**src/rtl/ps_int_ctrl_if.sv**
```systemverilog
`default_nettype none
// ============================================================================
// Module      : ps_int_ctrl_if
// Description : Sequencer <-> interrupt controller handshake and register bus.
// Revision    : 1.0 - initial release
// ============================================================================
interface ps_int_ctrl_if #(
    parameter int NUM_IRQ = 4
);
    logic               ps_ic_gie;
    logic               ps_ic_stall;
    logic               ps_ic_imask_we;
    logic [NUM_IRQ-1:0] ps_ic_imask_wdt;
    logic               ps_ic_vec_ack;
    logic               ps_ic_rti;

    logic               ic_ps_vec_req;
    logic [15:0]        ic_ps_vec_add;
    logic [NUM_IRQ-1:0] ic_ps_irptl;
    logic [NUM_IRQ-1:0] ic_ps_imask;
    logic [NUM_IRQ-1:0] ic_ps_imaskp;
    logic               ic_ps_wake;

    // Sequencer side
    modport master (
        output ps_ic_gie, ps_ic_stall, ps_ic_imask_we, ps_ic_imask_wdt,
               ps_ic_vec_ack, ps_ic_rti,
        input  ic_ps_vec_req, ic_ps_vec_add, ic_ps_irptl, ic_ps_imask,
               ic_ps_imaskp, ic_ps_wake
    );

    // Interrupt controller side
    modport slave (
        input  ps_ic_gie, ps_ic_stall, ps_ic_imask_we, ps_ic_imask_wdt,
               ps_ic_vec_ack, ps_ic_rti,
        output ic_ps_vec_req, ic_ps_vec_add, ic_ps_irptl, ic_ps_imask,
               ic_ps_imaskp, ic_ps_wake
    );
endinterface
`default_nettype wire

```
**src/rtl/ps_int_ctrl.sv**
```systemverilog
`default_nettype none
// ============================================================================
// Module      : ps_int_ctrl
// Description : Edge-latched, masked, priority interrupt controller with
//               vector request/ack handshake and nesting (in-service) tracking.
// Revision    : 1.0 - initial release
// ============================================================================
module ps_int_ctrl #(
    parameter int          NUM_IRQ   = 4,
    parameter logic [15:0] VEC_BASE  = 16'h0040,
    parameter int          VEC_SHIFT = 2
) (
    input  wire logic               clk,
    input  wire logic               rst,
    input  wire logic [NUM_IRQ-1:0] irq_in,
    ps_int_ctrl_if.slave            bus
);
    localparam int IDX_W = (NUM_IRQ > 1) ? $clog2(NUM_IRQ) : 1;

    typedef enum logic [0:0] {
        ST_IDLE = 1'b0,
        ST_REQ  = 1'b1
    } state_t;

    state_t             r_state;
    logic [NUM_IRQ-1:0] r_irq_d;
    logic [NUM_IRQ-1:0] r_irptl;
    logic [NUM_IRQ-1:0] r_imask;
    logic [NUM_IRQ-1:0] r_imaskp;
    logic [IDX_W-1:0]   r_win_idx;
    logic               r_vec_req;
    logic [15:0]        r_vec_add;
    logic               r_wake;

    logic [NUM_IRQ-1:0] w_event;
    logic [NUM_IRQ-1:0] w_blk;
    logic [NUM_IRQ-1:0] w_elig;
    logic [NUM_IRQ-1:0] w_ack_oh;
    logic [NUM_IRQ-1:0] w_rti_clr;
    logic [NUM_IRQ-1:0] w_irptl_nxt;
    logic [NUM_IRQ-1:0] w_imaskp_nxt;
    logic [IDX_W-1:0]   w_win_idx;
    logic               w_any;
    logic               w_ack;
    logic [15:0]        w_vec_add;

    assign w_event = irq_in & ~r_irq_d;
    assign w_ack   = (r_state == ST_REQ) && bus.ps_ic_vec_ack;

    // A source is blocked while it or any higher-priority source is in service
    always_comb begin
        logic acc;
        acc   = 1'b0;
        w_blk = '0;
        for (int i = 0; i < NUM_IRQ; i++) begin
            acc      = acc | r_imaskp[i];
            w_blk[i] = acc;
        end
    end

    assign w_elig = r_irptl & r_imask & ~w_blk;
    assign w_any  = |w_elig;

    always_comb begin
        w_win_idx = '0;
        for (int i = NUM_IRQ - 1; i >= 0; i--) begin
            if (w_elig[i]) begin
                w_win_idx = IDX_W'(i);
            end
        end
    end

    always_comb begin
        w_ack_oh = '0;
        for (int i = 0; i < NUM_IRQ; i++) begin
            w_ack_oh[i] = w_ack && (r_win_idx == IDX_W'(i));
        end
    end

    assign w_vec_add = VEC_BASE + (16'(w_win_idx) << VEC_SHIFT);

    // Lowest set in-service bit; RTI on an empty IMASKP yields an all-zero mask
    assign w_rti_clr    = {NUM_IRQ{bus.ps_ic_rti}} & r_imaskp & ~(r_imaskp - NUM_IRQ'(1));
    assign w_irptl_nxt  = (r_irptl & ~w_ack_oh) | w_event;
    assign w_imaskp_nxt = (r_imaskp & ~w_rti_clr) | w_ack_oh;

    always_ff @(posedge clk) begin
        if (rst) begin
            r_state   <= ST_IDLE;
            r_irq_d   <= '0;
            r_irptl   <= '0;
            r_imask   <= '0;
            r_imaskp  <= '0;
            r_win_idx <= '0;
            r_vec_req <= 1'b0;
            r_vec_add <= 16'h0000;
            r_wake    <= 1'b0;
        end else begin
            r_irq_d  <= irq_in;
            r_irptl  <= w_irptl_nxt;
            r_imaskp <= w_imaskp_nxt;
            r_wake   <= |(r_irptl & r_imask);
            if (bus.ps_ic_imask_we) begin
                r_imask <= bus.ps_ic_imask_wdt;
            end
            case (r_state)
                ST_IDLE: begin
                    if (w_any && bus.ps_ic_gie && !bus.ps_ic_stall) begin
                        r_state   <= ST_REQ;
                        r_win_idx <= w_win_idx;
                        r_vec_req <= 1'b1;
                        r_vec_add <= w_vec_add;
                    end
                end
                ST_REQ: begin
                    // Committed request is held regardless of mask/GIE/stall
                    if (bus.ps_ic_vec_ack) begin
                        r_state   <= ST_IDLE;
                        r_vec_req <= 1'b0;
                    end
                end
                default: begin
                    r_state   <= ST_IDLE;
                    r_vec_req <= 1'b0;
                end
            endcase
        end
    end

    assign bus.ic_ps_vec_req = r_vec_req;
    assign bus.ic_ps_vec_add = r_vec_add;
    assign bus.ic_ps_irptl   = r_irptl;
    assign bus.ic_ps_imask   = r_imask;
    assign bus.ic_ps_imaskp  = r_imaskp;
    assign bus.ic_ps_wake    = r_wake;
endmodule
`default_nettype wire

```
**src/flat_wrapper.sv**
```systemverilog
// flat-port wrapper written by rule: the top's interface ports become plain ports
module ps_int_ctrl_flat 
#(
    parameter int          NUM_IRQ   = 4,
    parameter logic [15:0] VEC_BASE  = 16'h0040,
    parameter int          VEC_SHIFT = 2
)
  (clk, rst, irq_in, bus_ps_ic_gie, bus_ps_ic_stall, bus_ps_ic_imask_we, bus_ps_ic_imask_wdt, bus_ps_ic_vec_ack, bus_ps_ic_rti, bus_ic_ps_vec_req, bus_ic_ps_vec_add, bus_ic_ps_irptl, bus_ic_ps_imask, bus_ic_ps_imaskp, bus_ic_ps_wake);
  ps_int_ctrl_if #(.NUM_IRQ(NUM_IRQ)) bus_i ();
  input  wire logic clk;
  input  wire logic rst;
  input  wire logic [NUM_IRQ-1:0] irq_in;
  input wire logic [$bits(bus_i.ps_ic_gie)-1:0] bus_ps_ic_gie;
  input wire logic [$bits(bus_i.ps_ic_stall)-1:0] bus_ps_ic_stall;
  input wire logic [$bits(bus_i.ps_ic_imask_we)-1:0] bus_ps_ic_imask_we;
  input wire logic [$bits(bus_i.ps_ic_imask_wdt)-1:0] bus_ps_ic_imask_wdt;
  input wire logic [$bits(bus_i.ps_ic_vec_ack)-1:0] bus_ps_ic_vec_ack;
  input wire logic [$bits(bus_i.ps_ic_rti)-1:0] bus_ps_ic_rti;
  output wire logic [$bits(bus_i.ic_ps_vec_req)-1:0] bus_ic_ps_vec_req;
  output wire logic [$bits(bus_i.ic_ps_vec_add)-1:0] bus_ic_ps_vec_add;
  output wire logic [$bits(bus_i.ic_ps_irptl)-1:0] bus_ic_ps_irptl;
  output wire logic [$bits(bus_i.ic_ps_imask)-1:0] bus_ic_ps_imask;
  output wire logic [$bits(bus_i.ic_ps_imaskp)-1:0] bus_ic_ps_imaskp;
  output wire logic [$bits(bus_i.ic_ps_wake)-1:0] bus_ic_ps_wake;
  assign bus_i.ps_ic_gie = bus_ps_ic_gie;
  assign bus_i.ps_ic_stall = bus_ps_ic_stall;
  assign bus_i.ps_ic_imask_we = bus_ps_ic_imask_we;
  assign bus_i.ps_ic_imask_wdt = bus_ps_ic_imask_wdt;
  assign bus_i.ps_ic_vec_ack = bus_ps_ic_vec_ack;
  assign bus_i.ps_ic_rti = bus_ps_ic_rti;
  assign bus_ic_ps_vec_req = bus_i.ic_ps_vec_req;
  assign bus_ic_ps_vec_add = bus_i.ic_ps_vec_add;
  assign bus_ic_ps_irptl = bus_i.ic_ps_irptl;
  assign bus_ic_ps_imask = bus_i.ic_ps_imask;
  assign bus_ic_ps_imaskp = bus_i.ic_ps_imaskp;
  assign bus_ic_ps_wake = bus_i.ic_ps_wake;
  ps_int_ctrl #(.NUM_IRQ(NUM_IRQ), .VEC_BASE(VEC_BASE), .VEC_SHIFT(VEC_SHIFT)) u_core (.clk(clk), .rst(rst), .irq_in(irq_in), .bus(bus_i));
endmodule
```
**config.mk**
```make
export PLATFORM = sky130hd
export DESIGN_NAME = ps_int_ctrl_flat
export DESIGN_NICKNAME = d
export VERILOG_FILES = /design/src/rtl/ps_int_ctrl_if.sv /design/src/rtl/ps_int_ctrl.sv /design/src/flat_wrapper.sv
export SDC_FILE = /design/constraint.sdc
export NUM_CORES = 1
export LEC_CHECK = 0
export BUFFER_PORTS_ARGS = -buffer_cell sky130_fd_sc_hd__buf_2
export CELL_PAD_IN_SITES_DETAIL_PLACEMENT = 0
export CELL_PAD_IN_SITES_GLOBAL_PLACEMENT = 1
export CORE_ASPECT_RATIO = 0.8
export CORE_MARGIN = 1.5
export CORE_UTILIZATION = 29
export DETAILED_ROUTE_END_ITERATION = 8
export PLACE_DENSITY = 0.79
export SLEW_MARGIN = 20
export SYNTH_ARGS = -nofsm -noshare
export SYNTH_HDL_FRONTEND = slang
export SYNTH_SLANG_ARGS = --single-unit
```
**constraint.sdc**
```tcl
create_clock -name clk -period 1.1 [get_ports clk]
set_input_delay 0.11 -clock clk [delete_from_list [all_inputs] [get_ports clk]]
set_output_delay 0.11 -clock clk [all_outputs]
set_load 0.05 [all_outputs]
```
== Word level (Yosys, flattened, before mapping) ==
Cells that the tools add are included.

* Input port bits: 15
* Word-level logic and storage cells: 57
* Bits in registers: 37

* Bitwise operators: 18
* Eq/ne operators: 5
* Reductions and logical operators: 13
* Add/sub/neg operators: 2
* Muxes and demuxes: 10

{| class="wikitable"
|+ Operators by type and width
! kind !! number
|-
| 4-bit AND || 7
|-
| 4-bit inverter || 5
|-
| 7-bit by 4-bit adder with 8-bit output (first input constant) || 1
|-
| 2-bit two-way mux || 4
|-
| 4-bit OR || 2
|-
| 4-bit OR reduction || 2
|-
| 1-bit logical AND || 7
|-
| 2-bit == test (second input constant) || 2
|-
| 1-bit two-way mux || 4
|-
| 1-bit one-hot mux with 2 select lines || 2
|-
| 2-bit AND reduction || 2
|-
| 4-bit by 1-bit subtractor with 4-bit output (second input constant) || 1
|-
| 1-bit OR || 3
|-
| 2-bit by 1-bit == test with 1-bit output (second input constant) || 1
|-
| 2-bit logical NOT || 1
|-
| 2-bit by 1-bit inequality test with 1-bit output (second input constant) || 1
|-
| 2-bit inequality test (second input constant) || 1
|-
| 1-bit logical NOT || 1
|-
| 1-bit inverter || 1
|}

== Logic depth before layout (Yosys ltp) ==
* Word-level depth: 10
* Gate-level depth with buffers: 6

== Worst setup path before layout ==
No wires, ideal clock.

* Path kind: reg-to-reg
* Start: register u_core.r_imaskp[0], in the netlist u_core.bus.ic_ps_imaskp[0]
* End: register u_core.r_vec_add[6], in the netlist u_core.bus.ic_ps_vec_add[6]
* Stages on the path, launching flop included: 7
* Period minus slack after synthesis: 1.698 ns
* Setup slack: -0.598 ns
* Arrival time: 1.583 ns
* Path buffers: 0
* Required time: 0.985 ns
* Cells stage by stage: dfxtp_1 -> inv_1 -> ha_1 -> nand3_1 -> o21ai_1 -> o21a_1 -> o21a_1

* Word-level cells in the longest chain between the ends: 10
* Elaborated cells between the ends (all ways): 14
* Those cells by class: add/sub (1); mux (4); bitwise (5); reduce/logical (4)

{| class="wikitable"
|+ Ends and longest elaborated chain
! element !! RTL line !! text
|-
| start, declared || ps_int_ctrl.sv:29 || <nowiki>logic [NUM_IRQ-1:0] r_imaskp;</nowiki>
|-
| start signal, assigned || ps_int_ctrl.sv:101 || <nowiki>r_imaskp <= w_imaskp_nxt;</nowiki>
|-
| 1-bit OR (3 in series) || ps_int_ctrl.sv:56 || <nowiki>acc = acc | r_imaskp[i];</nowiki>
|-
| 4-bit inverter * || ps_int_ctrl.sv:61 || <nowiki>assign w_elig = r_irptl & r_imask & ~w_blk;</nowiki>
|-
| 4-bit AND * || ps_int_ctrl.sv:61 ||
|-
| 2-bit two-way mux (4 in series) || ps_int_ctrl.sv:67 || <nowiki>if (w_elig[i]) begin</nowiki>
|-
| 7-bit by 4-bit adder with 8-bit output || ps_int_ctrl.sv:80 || <nowiki>assign w_vec_add = VEC_BASE + (16'(w_win_idx) << VEC_SHIFT);</nowiki>
|-
| end signal, assigned || ps_int_ctrl.sv:112 || <nowiki>r_vec_add <= w_vec_add;</nowiki>
|-
| end, declared || ps_int_ctrl.sv:32 || <nowiki>logic [15:0] r_vec_add;</nowiki>
|}

Mark *: on every way between the ends. The rest lies on a longest branch, timed or not.
A chain may end at the register's enable or synchronous reset.

== Worst setup path in the final report ==
* Start: register u_core.r_imaskp[1], in the netlist u_core.bus.ic_ps_imaskp[1]
* End: register u_core.r_win_idx[0]

* Word-level cells in the longest chain between the ends: 9
* Elaborated cells between the ends (all ways): 13
* Those cells by class: mux (4); bitwise (5); reduce/logical (4)

{| class="wikitable"
|+ Ends and longest elaborated chain
! element !! RTL line !! text
|-
| 1-bit OR * || ps_int_ctrl.sv:56 ||
|-
| 1-bit OR (2 in series) || ps_int_ctrl.sv:56 ||
|-
| 4-bit inverter * || ps_int_ctrl.sv:61 ||
|-
| 4-bit AND * || ps_int_ctrl.sv:61 ||
|-
| 2-bit two-way mux or 4-bit OR reduction (tied branches) || ps_int_ctrl.sv:67, ps_int_ctrl.sv:62 ||
|-
| 2-bit two-way mux or 1-bit logical AND (tied branches) (2 in series) || ps_int_ctrl.sv:67, ps_int_ctrl.sv:108 ||
|-
| 2-bit two-way mux or 2-bit AND reduction (tied branches) || - ||
|-
| end signal, assigned || ps_int_ctrl.sv:110 || <nowiki>r_win_idx <= w_win_idx;</nowiki>
|-
| end, declared || ps_int_ctrl.sv:30 || <nowiki>logic [IDX_W-1:0] r_win_idx;</nowiki>
|}

Marked as above.

==> results by group <==
Power and ir drop
  • IR drop worst, VDD: about 0.00086 V
  • Reg power frac: 49.8%
  • Psw: 0.000545 W
  • Switching fraction of total power: between 30% and 40%
  • Combinational Power Share: around a fifth
  • Cell Int Power: 0.00117 W
  • Clock share of power: 29.6%
  • Pwr dens: 1250 nW/µm²
  • LEAKAGE: 0.633 nW

Critical path
  • WP data arrival: between 1 and 1.5 ns
  • CP startpoint kind: flop
  • Slowest CP cell: dfxtp_4
  • Crit Path Category: reg2reg
  • Req. time, crit path: 1.29 ns
  • CP max stage delay: 0.36 ns
  • Worst path bufs/invs: 1
  • Top delay family on crit path: flip-flops
  • CP Cell Sequence: inv_4 -> ha_4 -> nand2b_1 -> a21oi_2 -> o21a_1 -> mux2i_1
  • RR Endpoint: u_core.r_win_idx[0]
  • CP Capture Type: flop
  • Max Fanout on Critical Path: 3
  • R2r setup slk: -0.10 ns
  • R2R depth: 6
  • Reg2reg start: u_core.bus.ic_ps_imaskp[1]

Global route
  • Largest net degree at the start of global routing: 13
  • First-pass GRT wire length: 3.59 mm
  • Gr ovfl total: 0
  • Global Route Usage Sum: roughly 13%
  • Vias in the first global route: 790
  • Initial antenna violation count: 0

Route
  • Drt wl/cell: 12.0 µm
  • Wirelength, routed: around 2.3 mm
  • Met1 WL: 1.06 mm
  • WL met3: approximately 110 µm
  • Post-route ant nets: 0
  • Initial DRC count: 17
  • Top sig layer: met4
  • Drt first pass iters: 4
  • DR WL met2: approximately 1.2 mm
  • Detailed-route DRC error count: 0
  • Via/cell ratio: 4.39
  • Total vias in the final route: 856

Job
  • Max Cap Viol: 0

Timing
  • Max Fclk: roughly 830 MHz
  • Worst setup margin: -0.101 ns
  • Final TNS setup: -0.489 ns
  • Final setup viols: 6
  • RSZ-0062 raised after global routing: true
  • Final Hold Fails: 0
  • Final Slew Violations: 0
  • Clock skew: 0.00757 ns
  • Final period util: 109%
  • Final min period: around 1.2 ns

Cells and area
  • Final core utilization: a little over two fifths
  • Antenna Cells: 0
  • Finished Layout Cells: slightly below 200
  • Finished Cell Area: 1370 µm²
  • Final net count: 173
  • Syn-to-layout area delta: 40.8%
  • Layout cells sized above 1: 49.0%

Floorplan
  • Starting Density: ~31%
  • Die area: 3720 µm²
  • Die width: 67.8 µm
  • Core area: about 3200 µm²
  • Die H: 54.9 µm
  • Cell Rows: 18
  • I/O pins: 45

CTS
  • Num CTS Buffers: 3
  • Htree depth: 1
  • Clock-pin slew of the registers on the worst-case setup and hold paths: 0.08 ns
  • Clock sink count: 22
  • Hold_buf cts: 0
  • CTS max path bufs: 2
  • CTS tree: yes
  • Clock Latency Late Sink: about 0.26 ns
  • Root buffer cell: clkbuf_8

Run status
  • Failing checks: negative setup slack
  • Status: finished, violations left

Hold path
  • Worst Hold Launch: irq_in[1]
  • Hold path depth: 2
  • End of the worst hold path: u_core.r_irq_d[1]
  • Hold crit path type: in2reg

Place
  • Detail Placement HPWL: 1.74 mm
  • Dpl cells: 187
  • Pre-CTS worst setup slack: -0.0842 ns
  • Gp weighted congestion: 0.869
  • Cell Area, Placed: 1250 µm²
  • Port bufs: 31

Synthesis
  • Sequential area share after synthesis: between 40 and 50%
  • Async set or reset register ratio after synthesis: 0%
  • Yosys reg bits: 22
  • Mean Syn Cell Area: 8.94 µm²
  • Yosys warnings: 0
  • Gate Count Post-Synth: 109
  • Synth Flop Type: dfxtp_1
  • EDFF count, synth: 0
  • Cell area after synthesis: 975 µm²
  • Distinct cells, synth: 29
[worst register-to-register path, delay by kind of cell, from the launching register on]
kind,cells,cell delay [ns]
flip-flops,1,0.36
AO/OA/AOI/OAI,2,0.33
multiplexers,1,0.18
adder cells (fa/ha/maj),1,0.14
buffers and inverters,1,0.06
AND/OR/NAND/NOR,1,0.06
[Yosys cell counts, drive strengths merged (3+ instances only)]
master	n	share of area, %
clkbuf	3	1.2
nor2	8	3.1
buf	13	10
a21oi	12	6.5
o21ai	3	1.5
inv	4	1.5
mux2i	5	5.1
nor2b	8	5.1
dfxtp	22	45
nand2	12	4.9
[worst max path at each step]
stage | endpoint | cells after the start | startpoint | slack [ns]
after floorplan | u_core.bus.ic_ps_vec_add[6] | 6 | u_core.bus.ic_ps_imaskp[0] | -0.17
after global placement | u_core.bus.ic_ps_vec_add[6] | 6 | u_core.bus.ic_ps_imaskp[0] | -0.03
after detailed placement | u_core.r_win_idx[0] | 6 | u_core.bus.ic_ps_imaskp[0] | -0.08
after CTS | u_core.r_win_idx[0] | 6 | u_core.bus.ic_ps_imaskp[0] | -0.10
after global routing | u_core.r_win_idx[0] | 6 | u_core.bus.ic_ps_imaskp[0] | -0.20
final | u_core.r_win_idx[0] | 6 | u_core.bus.ic_ps_imaskp[1] | -0.10
[metrics by stage]
| step | power (W) | hold WS (ns) |
|---|---|---|
| after floorplan | 0.00117 | 0.238 |
| final | 0.00172 | 0.0711 |
| after global placement | 0.00121 | 0.334 |
| after CTS | 0.00173 | 0.0705 |
| after global routing | 0.00178 | 0.0783 |
| after detailed placement | 0.00121 | 0.339 |
[logic make-up after synthesis]
logic type      count (synthesis)  share of synthesized area [%]
simple gates                   37                           20.2
buf+inv                        20                           12.7
compound gates                 22                           13.9
mux                             5                           5.13
other cells                     1                          0.385
fa+ha+maj                       2                           2.57
flops                          22                           45.2
[power by group through the flow]
stage	sequential (W)	combinational [W]	clock [W]
2_1_floorplan	0.000963	0.000207	0
5_1_grt	0.000861	0.000378	0.000542
4_1_cts	0.000856	0.000351	0.000520
3_3_place_gp	0.000873	0.000335	0
6_report	0.000856	0.000355	0.000508
3_5_place_dp	0.000874	0.000341	0
[registers in the layout, indices dropped and copies added (netlist names)]
| signal | flops |
|---|---|
| u_core.r_irq_d | 4 |
| u_core.bus.ic_ps_imaskp | 4 |
| u_core.r_win_idx | 1 |
| u_core.bus.ic_ps_imask | 4 |
| u_core.r_state | 1 |
| u_core.bus.ic_ps_wake | 1 |
| u_core.bus.ic_ps_irptl | 4 |
| u_core.bus.ic_ps_vec_req | 1 |
| u_core.bus.ic_ps_vec_add | 2 |
[layout make-up]
class | count | area (µm²)
inverter | 4 | 20.0
sequential | 22 | 468
clock buffer | 4 | 45.0
fill | 319 | 1780
timing repair buffer | 46 | 282
multi-input combinational | 79 | 508
tap | 40 | 50.0
[repair_timing]
item	in CTS	in global routing
pin swaps	4	4
gates cloned	0	0
resized for setup	6	5
setup buffers	4	1
endpoints found under the setup margin	10	11
[placed cells by master (no fill, tap or decap)]
master     count
mux2i_1        5
nor2_1         8
o21ai_2        2
o2111ai_1      1
conb_1        13
o21a_1         2
inv_1          2
a21oi_2        3
a21o_1         1
ha_4           2
clkbuf_4       1
nor2b_1        8
nand3_2        1
dfxtp_4        4
clkbuf_8       3
a21oi_1        9
o21ai_0        1
inv_4          2
or3_1          1
nand3b_1       1
nand2_1       11
dfxtp_1        8
a41oi_1        1
nand2_2        1
nand2b_1       1
o41ai_2        1
nor3b_2        1
buf_2         27
or2b_1         1
dfxtp_2       10
clkbuf_1       1
buf_4         17
buf_6          1
a211oi_1       1
nand4_1        1
nand4b_1       2
[routing by layer]
metal	global-route usage [%]	vias to the layer above
met5	0	-
met4	3.00	0
met3	4.32	2
met2	23.4	26
met1	16.4	396
li1	-	432
Power figures use the tool's default switching activity.
